`src/rtl/spi_slave.sv`:
```
// ---------------------------------------------------------------------------
// SpiSlave (module spi_slave)
// SPI mode 0 slave endpoint. It is the far end of the SPI_FSM master and
// oversamples sck, ss_n and mosi on the local system clock.
//
// Frames are DATA_W bits wide and move MSB- or LSB-first. The bit order is
// taken from msb_first when a frame starts and is held until ss_n rises.
// Several bytes may be sent back-to-back while ss_n stays low.
//
// Ports:
//   clk        system clock
//   rstn       synchronous active-low reset
//   sck        SPI clock from the master (asynchronous)
//   ss_n       slave select, active-low (asynchronous)
//   mosi       master-out data (asynchronous)
//   miso       slave-out data
//   msb_first  bit order for the next frame (1 = MSB first)
//   tx_data    byte returned on the next frame, with tx_valid/tx_ready
//   rx_data    last complete received byte
//   rx_valid   one-cycle pulse when rx_data is updated
//   busy       a frame is in progress
//   frame_err  one-cycle pulse when ss_n rises in the middle of a byte
//
// Optional feature, macro SPI_SLAVE_MISO_OE_EN:
//   This macro adds the output miso_oe. It is high while the slave is
//   selected, so the top level can tri-state miso on a shared bus.
//   Without the macro there is no miso_oe port, and miso is driven 0 in IDLE.
//
// Timing limit: the high and low phases of sck must each last at least
// SYNC_STAGES+2 clk cycles.
// ---------------------------------------------------------------------------
module spi_slave #(
   parameter int SYNC_STAGES = 2,
   parameter int DATA_W      = 8
) (
   input  logic              clk,
   input  logic              rstn,
   input  logic              sck,
   input  logic              ss_n,
   input  logic              mosi,
   output logic              miso,
   input  logic              msb_first,
   input  logic [DATA_W-1:0] tx_data,
   input  logic              tx_valid,
   output logic              tx_ready,
   output logic [DATA_W-1:0] rx_data,
   output logic              rx_valid,
   output logic              busy,
`ifdef SPI_SLAVE_MISO_OE_EN
   output logic              miso_oe,
`endif
   output logic              frame_err
);

   localparam int CW = $clog2(DATA_W + 1);
   localparam logic [CW-1:0] CNT_FULL = CW'(DATA_W);
   localparam logic [CW-1:0] CNT_ONE  = CW'(1);

   typedef enum logic [1:0] {
      IDLE  = 2'd0,
      LOAD  = 2'd1,
      SHIFT = 2'd2
   } state_t;

   logic [SYNC_STAGES-1:0] sckSync_q;
   logic [SYNC_STAGES-1:0] ssSync_q;
   logic [SYNC_STAGES-1:0] mosiSync_q;
   logic                   sckDly_q;
   logic                   sck_s, ss_s, mosi_s;
   logic                   sckRise, sckFall;

   state_t                 state_q, state_d;
   logic                   msb_q, msb_d;
   logic [DATA_W-1:0]      txShift_q, txShift_d;
   logic [DATA_W-1:0]      rxShift_q, rxShift_d;
   logic [CW-1:0]          bitCnt_q, bitCnt_d;
   logic                   miso_q, miso_d;
   logic [DATA_W-1:0]      rxData_q, rxData_d;
   logic                   rxValid_q, rxValid_d;
   logic                   frameErr_q, frameErr_d;
   logic [DATA_W-1:0]      txBuf_q, txBuf_d;
   logic                   txFull_q, txFull_d;
   logic                   load;
   logic [DATA_W-1:0]      loadVal;

   // The synchroniser chains take the asynchronous pins into the clk domain.
   // At reset they hold the idle bus state, which is sck low and ss_n high.
   always_ff @(posedge clk) begin
      if (!rstn) begin
         sckSync_q  <= '0;
         ssSync_q   <= '1;
         mosiSync_q <= '0;
         sckDly_q   <= 1'b0;
      end else begin
         sckSync_q  <= {sckSync_q[SYNC_STAGES-2:0], sck};
         ssSync_q   <= {ssSync_q[SYNC_STAGES-2:0], ss_n};
         mosiSync_q <= {mosiSync_q[SYNC_STAGES-2:0], mosi};
         sckDly_q   <= sck_s;
      end
   end

   assign sck_s   = sckSync_q[SYNC_STAGES-1];
   assign ss_s    = ssSync_q[SYNC_STAGES-1];
   assign mosi_s  = mosiSync_q[SYNC_STAGES-1];
   assign sckRise = sck_s & ~sckDly_q;
   assign sckFall = ~sck_s & sckDly_q;

   // This block holds the state register and all datapath registers.
   always_ff @(posedge clk) begin
      if (!rstn) begin
         state_q    <= IDLE;
         msb_q      <= 1'b1;
         txShift_q  <= '0;
         rxShift_q  <= '0;
         bitCnt_q   <= '0;
         miso_q     <= 1'b0;
         rxData_q   <= '0;
         rxValid_q  <= 1'b0;
         frameErr_q <= 1'b0;
         txBuf_q    <= '0;
         txFull_q   <= 1'b0;
      end else begin
         state_q    <= state_d;
         msb_q      <= msb_d;
         txShift_q  <= txShift_d;
         rxShift_q  <= rxShift_d;
         bitCnt_q   <= bitCnt_d;
         miso_q     <= miso_d;
         rxData_q   <= rxData_d;
         rxValid_q  <= rxValid_d;
         frameErr_q <= frameErr_d;
         txBuf_q    <= txBuf_d;
         txFull_q   <= txFull_d;
      end
   end

   // This block computes the next state and the datapath. A byte is complete
   // once bitCnt_q reaches DATA_W. Completion is handled before an ss_n rise,
   // so a byte that finishes as the slave is deselected is still delivered.
   // After a reload bitCnt_q is 0, and that is how the sck fall that follows
   // the last rise is ignored: shifting on it would drop the first bit of the
   // new byte. An empty transmit buffer loads zeros.
   always_comb begin
      state_d    = state_q;
      msb_d      = msb_q;
      txShift_d  = txShift_q;
      rxShift_d  = rxShift_q;
      bitCnt_d   = bitCnt_q;
      miso_d     = miso_q;
      rxData_d   = rxData_q;
      rxValid_d  = 1'b0;
      frameErr_d = 1'b0;
      txBuf_d    = txBuf_q;
      txFull_d   = txFull_q;
      load       = 1'b0;
      loadVal    = txFull_q ? txBuf_q : '0;

      case (state_q)
         IDLE: begin
            miso_d   = 1'b0;
            bitCnt_d = '0;
            if (!ss_s) begin
               state_d = LOAD;
            end
         end
         LOAD: begin
            load      = 1'b1;
            msb_d     = msb_first;
            txShift_d = loadVal;
            miso_d    = msb_first ? loadVal[DATA_W-1] : loadVal[0];
            bitCnt_d  = '0;
            state_d   = SHIFT;
         end
         SHIFT: begin
            if (bitCnt_q == CNT_FULL) begin
               rxData_d  = rxShift_q;
               rxValid_d = 1'b1;
               bitCnt_d  = '0;
               if (ss_s) begin
                  state_d = IDLE;
                  miso_d  = 1'b0;
               end else begin
                  load      = 1'b1;
                  txShift_d = loadVal;
                  miso_d    = msb_q ? loadVal[DATA_W-1] : loadVal[0];
               end
            end else if (ss_s) begin
               state_d    = IDLE;
               miso_d     = 1'b0;
               bitCnt_d   = '0;
               frameErr_d = (bitCnt_q != '0);
            end else if (sckRise) begin
               rxShift_d = msb_q ? {rxShift_q[DATA_W-2:0], mosi_s}
                                 : {mosi_s, rxShift_q[DATA_W-1:1]};
               bitCnt_d  = bitCnt_q + CNT_ONE;
            end else if (sckFall && (bitCnt_q != '0)) begin
               if (msb_q) begin
                  txShift_d = {txShift_q[DATA_W-2:0], 1'b0};
                  miso_d    = txShift_q[DATA_W-2];
               end else begin
                  txShift_d = {1'b0, txShift_q[DATA_W-1:1]};
                  miso_d    = txShift_q[1];
               end
            end
         end
         default: begin
            state_d = IDLE;
            miso_d  = 1'b0;
         end
      endcase

      // The load empties the buffer. A write in the same cycle is taken only
      // when the buffer was already empty, so its data waits for the next load.
      if (load) begin
         txFull_d = 1'b0;
      end
      if (tx_valid && !txFull_q) begin
         txFull_d = 1'b1;
         txBuf_d  = tx_data;
      end
   end

   assign miso      = miso_q;
   assign tx_ready  = ~txFull_q;
   assign rx_data   = rxData_q;
   assign rx_valid  = rxValid_q;
   assign busy      = (state_q != IDLE);
   assign frame_err = frameErr_q;
`ifdef SPI_SLAVE_MISO_OE_EN
   assign miso_oe   = (state_q != IDLE);
`endif

endmodule

```
`config.mk`:
```
export PLATFORM = sky130hd
export DESIGN_NAME = spi_slave
export DESIGN_NICKNAME = d
export VERILOG_FILES = /design/src/rtl/spi_slave.sv
export SDC_FILE = /design/constraint.sdc
export NUM_CORES = 1
export LEC_CHECK = 0
export BUFFER_PORTS_ARGS = -buffer_cell sky130_fd_sc_hd__buf_2
export CAP_MARGIN = 20
export CORE_MARGIN = 2
export CORE_UTILIZATION = 55
export DETAILED_ROUTE_END_ITERATION = 8
export PLACE_DENSITY = 0.87
export SYNTH_ARGS = -nofsm -noshare
export SYNTH_HDL_FRONTEND = slang
export SYNTH_SLANG_ARGS = --single-unit
```
`constraint.sdc`:
```
create_clock -name clk -period 3.94 [get_ports clk]
set_input_delay 0.591 -clock clk [delete_from_list [all_inputs] [get_ports clk]]
set_output_delay 0.591 -clock clk [all_outputs]
set_load 0.005 [all_outputs]
```
# == After elaboration in Yosys (flattened, before gate mapping) ==
# Index checks and enable logic that the tools add are counted.
# op_classes
addsub,1
multipliers,0
n_div,0
magnitude_cmp,0
n_eq_ne,11
n_shift,0
muxes,31
bitwise_logic,9
reduce_logical,18
# op_table
cell,n
8-bit two-way mux,8
8-bit one-hot mux with 2 select lines,1
1-bit two-way mux,13
4-bit two-way mux,3
4-bit inequality test (second input constant),3
2-bit AND reduction,5
4-bit one-hot mux with 2 select lines,1
4-bit AND reduction,2
2-bit nonzero test,4
1-bit NOT,7
2-bit inequality test (second input constant),3
3-bit inequality test (second input constant),2
2-bit one-hot mux with 3 select lines,1
4-bit by 1-bit adder with 4-bit output (second input constant),1
4-bit equality test (second input constant),1
2-bit two-way mux,2
1-bit one-hot mux with 2 select lines,2
4-bit nonzero test,1
4-bit OR reduction,1
1-bit AND,2
2-bit by 1-bit equality test with 1-bit output (second input constant),1
2-bit equality test (second input constant),1
1-bit logical AND,2
2-bit logical NOT,1
2 further kinds,2
# totals
ff_bits,50
latchBits,0
ram_bits,0
romBits,0
in_bits,15
out_inout_bits,13
word_cells,85
memories,0

# == Logic depth before layout (Yosys ltp) ==
# logic_depth
ltp_word,8
mapped_depth,9
depth_no_buf,6

# == Worst setup path after synthesis ==
# Ideal clock, no wire load.
# synth_path
path_kind,reg-to-reg
from,reg state_q[0]
to,reg bitCnt_q[0]
setup_ns,0.120
arrival_ns,1.522
required_ns,3.820
slack_ns,2.298
stages_incl_launch_ff,10
path_buffers,3
synth_period_minus_slack_ns,1.642
path_cell_list,dfxtp_1 -> inv_1 -> ha_1 -> nor2b_2 -> buf_6 -> and3_1 -> buf_4 -> buf_6 -> nand4_1 -> o31ai_1
# synth_via
elab_chain_len,4
elab_cells_between_ends,8
classes_between,eq/ne: 3; mux: 1; reduce/logical: 4
# synth_rtl
element,line_no,text
start: declaration,72,"state_t state_q, state_d;"
start signal: assignment,123,state_q <= state_d;
2-bit by 1-bit equality test with 1-bit output / 2-bit logical NOT (equally long branches),158,case (state_q)
2-bit OR reduction (no source line),--,
2-bit nonzero test (no source line),--,
2-bit AND reduction (no source line),--,
end signal: assignment,127,bitCnt_q <= bitCnt_d;
end: declaration,76,"logic [CW-1:0] bitCnt_q, bitCnt_d;"
# Parallel ways exist; a longest one is shown, timed or not.
# A chain may end at the register's enable or synchronous reset.

# == Worst setup path in the final report ==
# layout_path
from,reg state_q[0]
to,reg rxShift_q[1]
# layout_via
elab_chain_len,2
# layout_rtl
element,line_no,text
2-bit equality test,158,
4-bit AND reduction (no source line),--,
end signal: assignment,126,rxShift_q <= rxShift_d;
end: declaration,75,"logic [DATA_W-1:0] rxShift_q, rxShift_d;"
# No other way between the ends.

==> impl_metrics.sql <==
INSERT INTO impl_metrics (metric_group, metric, value, unit) VALUES
('status', 'run_status', 'complete, no violations', ''),
('cts', 'post_cts.resized_instances', '0', ''),
('cts', 'cts_max_level', '2', ''),
('global_routing', 'pin_count_of_the_biggest_net_entering_global_routing', '34', ''),
('timing', 'timing.final.ws_setup', '1.41', 'ns'),
('final_layout', 'finalNonFillerCells', '332', ''),
('final_layout', 'area.sequential', '1000', 'um2'),
('logic_synthesis', 'netlist_instances', '265', ''),
('global_routing', 'grt_pass1_wl', '8250', 'um'),
('timing', 'grt_setup_unrepaired', 'false', ''),
('critical_path', 'slowest_cell_on_the_critical_path', 'sky130_fd_sc_hd__and3_1', ''),
('cts', 'clockRootBuffer', 'sky130_fd_sc_hd__clkbuf_8', ''),
('routing', 'overall_via_count_from_detail_route', '1937', ''),
('place', 'pre_cts_slack', '1.45', 'ns'),
('timing', 'fin_worst_hold_slack', '0.418', 'ns'),
('cts', 'clk_sink_count', '50', ''),
('critical_path', 'worst_r2r_startpoint', 'state_q[0]', ''),
('logic_synthesis', 'postSynthAreaPerCell', '9.01', 'um2'),
('critical_path', 'timing.critical_path.arrival', '2.77', 'ns'),
('global_routing', 'grt_pass1_vias', '1754', ''),
('logic_synthesis', 'syn-cell-area', '2390', 'um2'),
('floorplan', 'num_io_pins', '28', ''),
('cts', 'total_cts_buffers', '5', ''),
('routing', 'post_drt_wl_per_cell', '15.0', 'um'),
('timing', 'finalHoldViolCount', '0', ''),
('final_layout', 'area.growth.synth_to_final', '10.0', '%'),
('power', 'power.leakage', '0.00110', 'uW'),
('power', 'clkPwrFrac', '0.289', ''),
('cts', 'cts_tree', 'built', ''),
('critical_path', 'critical-path-top-delay-family', 'simple AND/OR/NAND/NOR gates', ''),
('logic_synthesis', 'syn_nets', '287', ''),
('final_layout', 'final_layout_size_suffix_gt1_frac', '0.177', ''),
('job', 'timing.max_cap.violations', '0', ''),
('logic_synthesis', 'register_area_share_after_synthesis', '0.419', ''),
('min_path', 'hold_path_end', 'ssSync_q[1]', ''),
('routing', 'antenna_violating_nets_post_route', '0', ''),
('routing', 'detailedRoute.firstPassIterationCount', '4', ''),
('cts', 'cts.path.max_buffers', '2', ''),
('power', 'p_comb_frac', '0.220', ''),
('cts', 'postCtsHoldBufs', '0', ''),
('routing', 'route.final.wire_length', '4970', 'um'),
('critical_path', 'worst-r2r-cell-count', '6', ''),
('power', 'vdd_drop_max', '0.289', 'mV'),
('critical_path', 'setup.worst_path.end_class', 'register', ''),
('logic_synthesis', 'synth_ff_type', 'sky130_fd_sc_hd__dfxtp_1', ''),
('final_layout', 'final_cell_mix', 'sky130_fd_sc_hd__dfxtp_1, sky130_fd_sc_hd__nand2_1, sky130_fd_sc_hd__mux2i_1', ''),
('timing', 'timing.final.max_slew_violations', '0', ''),
('logic_synthesis', 'synth_warn', '0', ''),
('critical_path', 'crit_path_max_fanout', '18', ''),
('critical_path', 'timing.setup.critical_path_class', 'register to register', ''),
('logic_synthesis', 'synth-async-reset-ratio', '0', ''),
('floorplan', 'floorplan.initialDensity', '0.584', ''),
('min_path', 'hold_path_class', 'register to register', ''),
('timing', 'timing_worst_slew_pin_value', '0.958', 'ns'),
('critical_path', 'worstPathRequired', '4.17', 'ns'),
('timing', 'final_period_minus_worst_setup_slack', '2.53', 'ns'),
('power', 'p_switching', '358', 'uW'),
('logic_synthesis', 'ys_ff_latch', '50', ''),
('global_routing', 'globalRoute.totalOverflow', '0', ''),
('floorplan', 'rows', '23', ''),
('timing', 'post-route-period-util', '0.643', ''),
('place', 'dp_cells', '324', ''),
('final_layout', 'nFillCells', '332', ''),
('place', 'placement.io_buffers', '27', ''),
('routing', 'post_drt_via_cell_ratio', '5.83', ''),
('final_layout', 'num_antenna_cells', '0', ''),
('global_routing', 'grt_antenna_before_repair', '0', ''),
('routing', 'drt-initial-drc-count', '175', ''),
('final_layout', 'final_net_count', '304', ''),
('timing', 'achievable-frequency', '395', 'MHz'),
('final_layout', 'most_common_library_cell_in_the_layout_ignoring_fill_and_taps', 'sky130_fd_sc_hd__dfxtp_1', '');
-- logic make-up after synthesis --
kind of cell,count (synthesis),share of synthesized area
compound gates,48,0.146
mux,34,0.143
fa+ha+maj,7,0.0367
buf+inv,28,0.0550
simple gates,98,0.200
flops,50,0.419
-- state kept, by name, indices dropped and copies added (netlist names) --
name / count
msb_q: 1
frame_err: 1
state_q: 2
mosiSync_q: 2
txFull_q: 1
bitCnt_q: 4
txShift_q: 8
rx_valid: 1
rxShift_q: 8
ssSync_q: 2
txBuf_q: 8
rx_data: 8
sckDly_q: 1
sckSync_q: 2
miso: 1
-- final cells by class --
class | instances | share of cell area
clock buffers | 5 | 0.0262
clock inverters | 2 | 0.0148
inverters | 10 | 0.0143
multi-input cells | 187 | 0.478
flip-flops and latches | 50 | 0.381
well taps | 50 | 0.0238
repair buffers | 28 | 0.0619
-- how the worst max path moves through the flow --
stage	from	slack, ns	cells after the start	to
3_5_place_dp	state_q[0]	1.45	6	rxShift_q[2]
4_1_cts	state_q[0]	1.44	6	rxShift_q[2]
5_1_grt	state_q[0]	1.21	6	rxShift_q[4]
6_report	state_q[0]	1.41	6	rxShift_q[1]
3_3_place_gp	state_q[0]	1.68	6	rxShift_q[3]
2_1_floorplan	state_q[0]	2.30	9	bitCnt_q[0]
-- layer usage --
layer / up-vias / GRT usage / part of all wire / routed length [um]
li1: 950 / - / - / -
met1: 902 / 0.272 / 0.44 / 2180
met2: 68 / 0.334 / 0.48 / 2370
met3: 17 / 0.0592 / 0.062 / 309
met4: 0 / 0.0662 / 0.021 / 103
met5: - / 0 / 0 / 0
-- through the flow --
| step | cell area [um2] | power, uW |
|---|---|---|
| floorplan | 2390 | 804 |
| global route | 2630 | 1270 |
| global placement | 2490 | 852 |
| finish | 2630 | 1220 |
| detailed placement | 2490 | 864 |
| CTS | 2600 | 1210 |
-- power groups by stage --
stage	Sequential (uW)	Clock (uW)	Combinational, uW
after floorplan	567	0	238
after global placement	603	0	249
after detailed placement	607	0	257
after CTS	594	359	258
after global routing	603	380	291
final	597	352	267
-- worst reg2reg max path: cells and delay by family (launching register included) --
kind                       cells  cell delay [ns]
adders and majority gates      1             0.46
and+or+nand+nor                3             1.34
DFF                            1             0.34
buffers and inverters          1             0.12
AOI/OAI and AO/OA              1             0.21
-- Yosys cell counts (all sizes together), types with 5 or more instances --
| cell | n | share of area |
|---|---|---|
| o21ai | 10 | 0.023 |
| nand3 | 16 | 0.034 |
| nand2 | 35 | 0.056 |
| nor2 | 23 | 0.036 |
| dfxtp | 50 | 0.42 |
| a31oi | 5 | 0.016 |
| mux2i | 33 | 0.14 |
| a211oi | 11 | 0.047 |
| inv | 10 | 0.016 |
| clkbuf | 7 | 0.011 |
| buf | 11 | 0.028 |
| and2 | 6 | 0.016 |
| ha | 7 | 0.037 |
| a21oi | 12 | 0.025 |
Note: power is estimated with default switching activity, not from simulation.
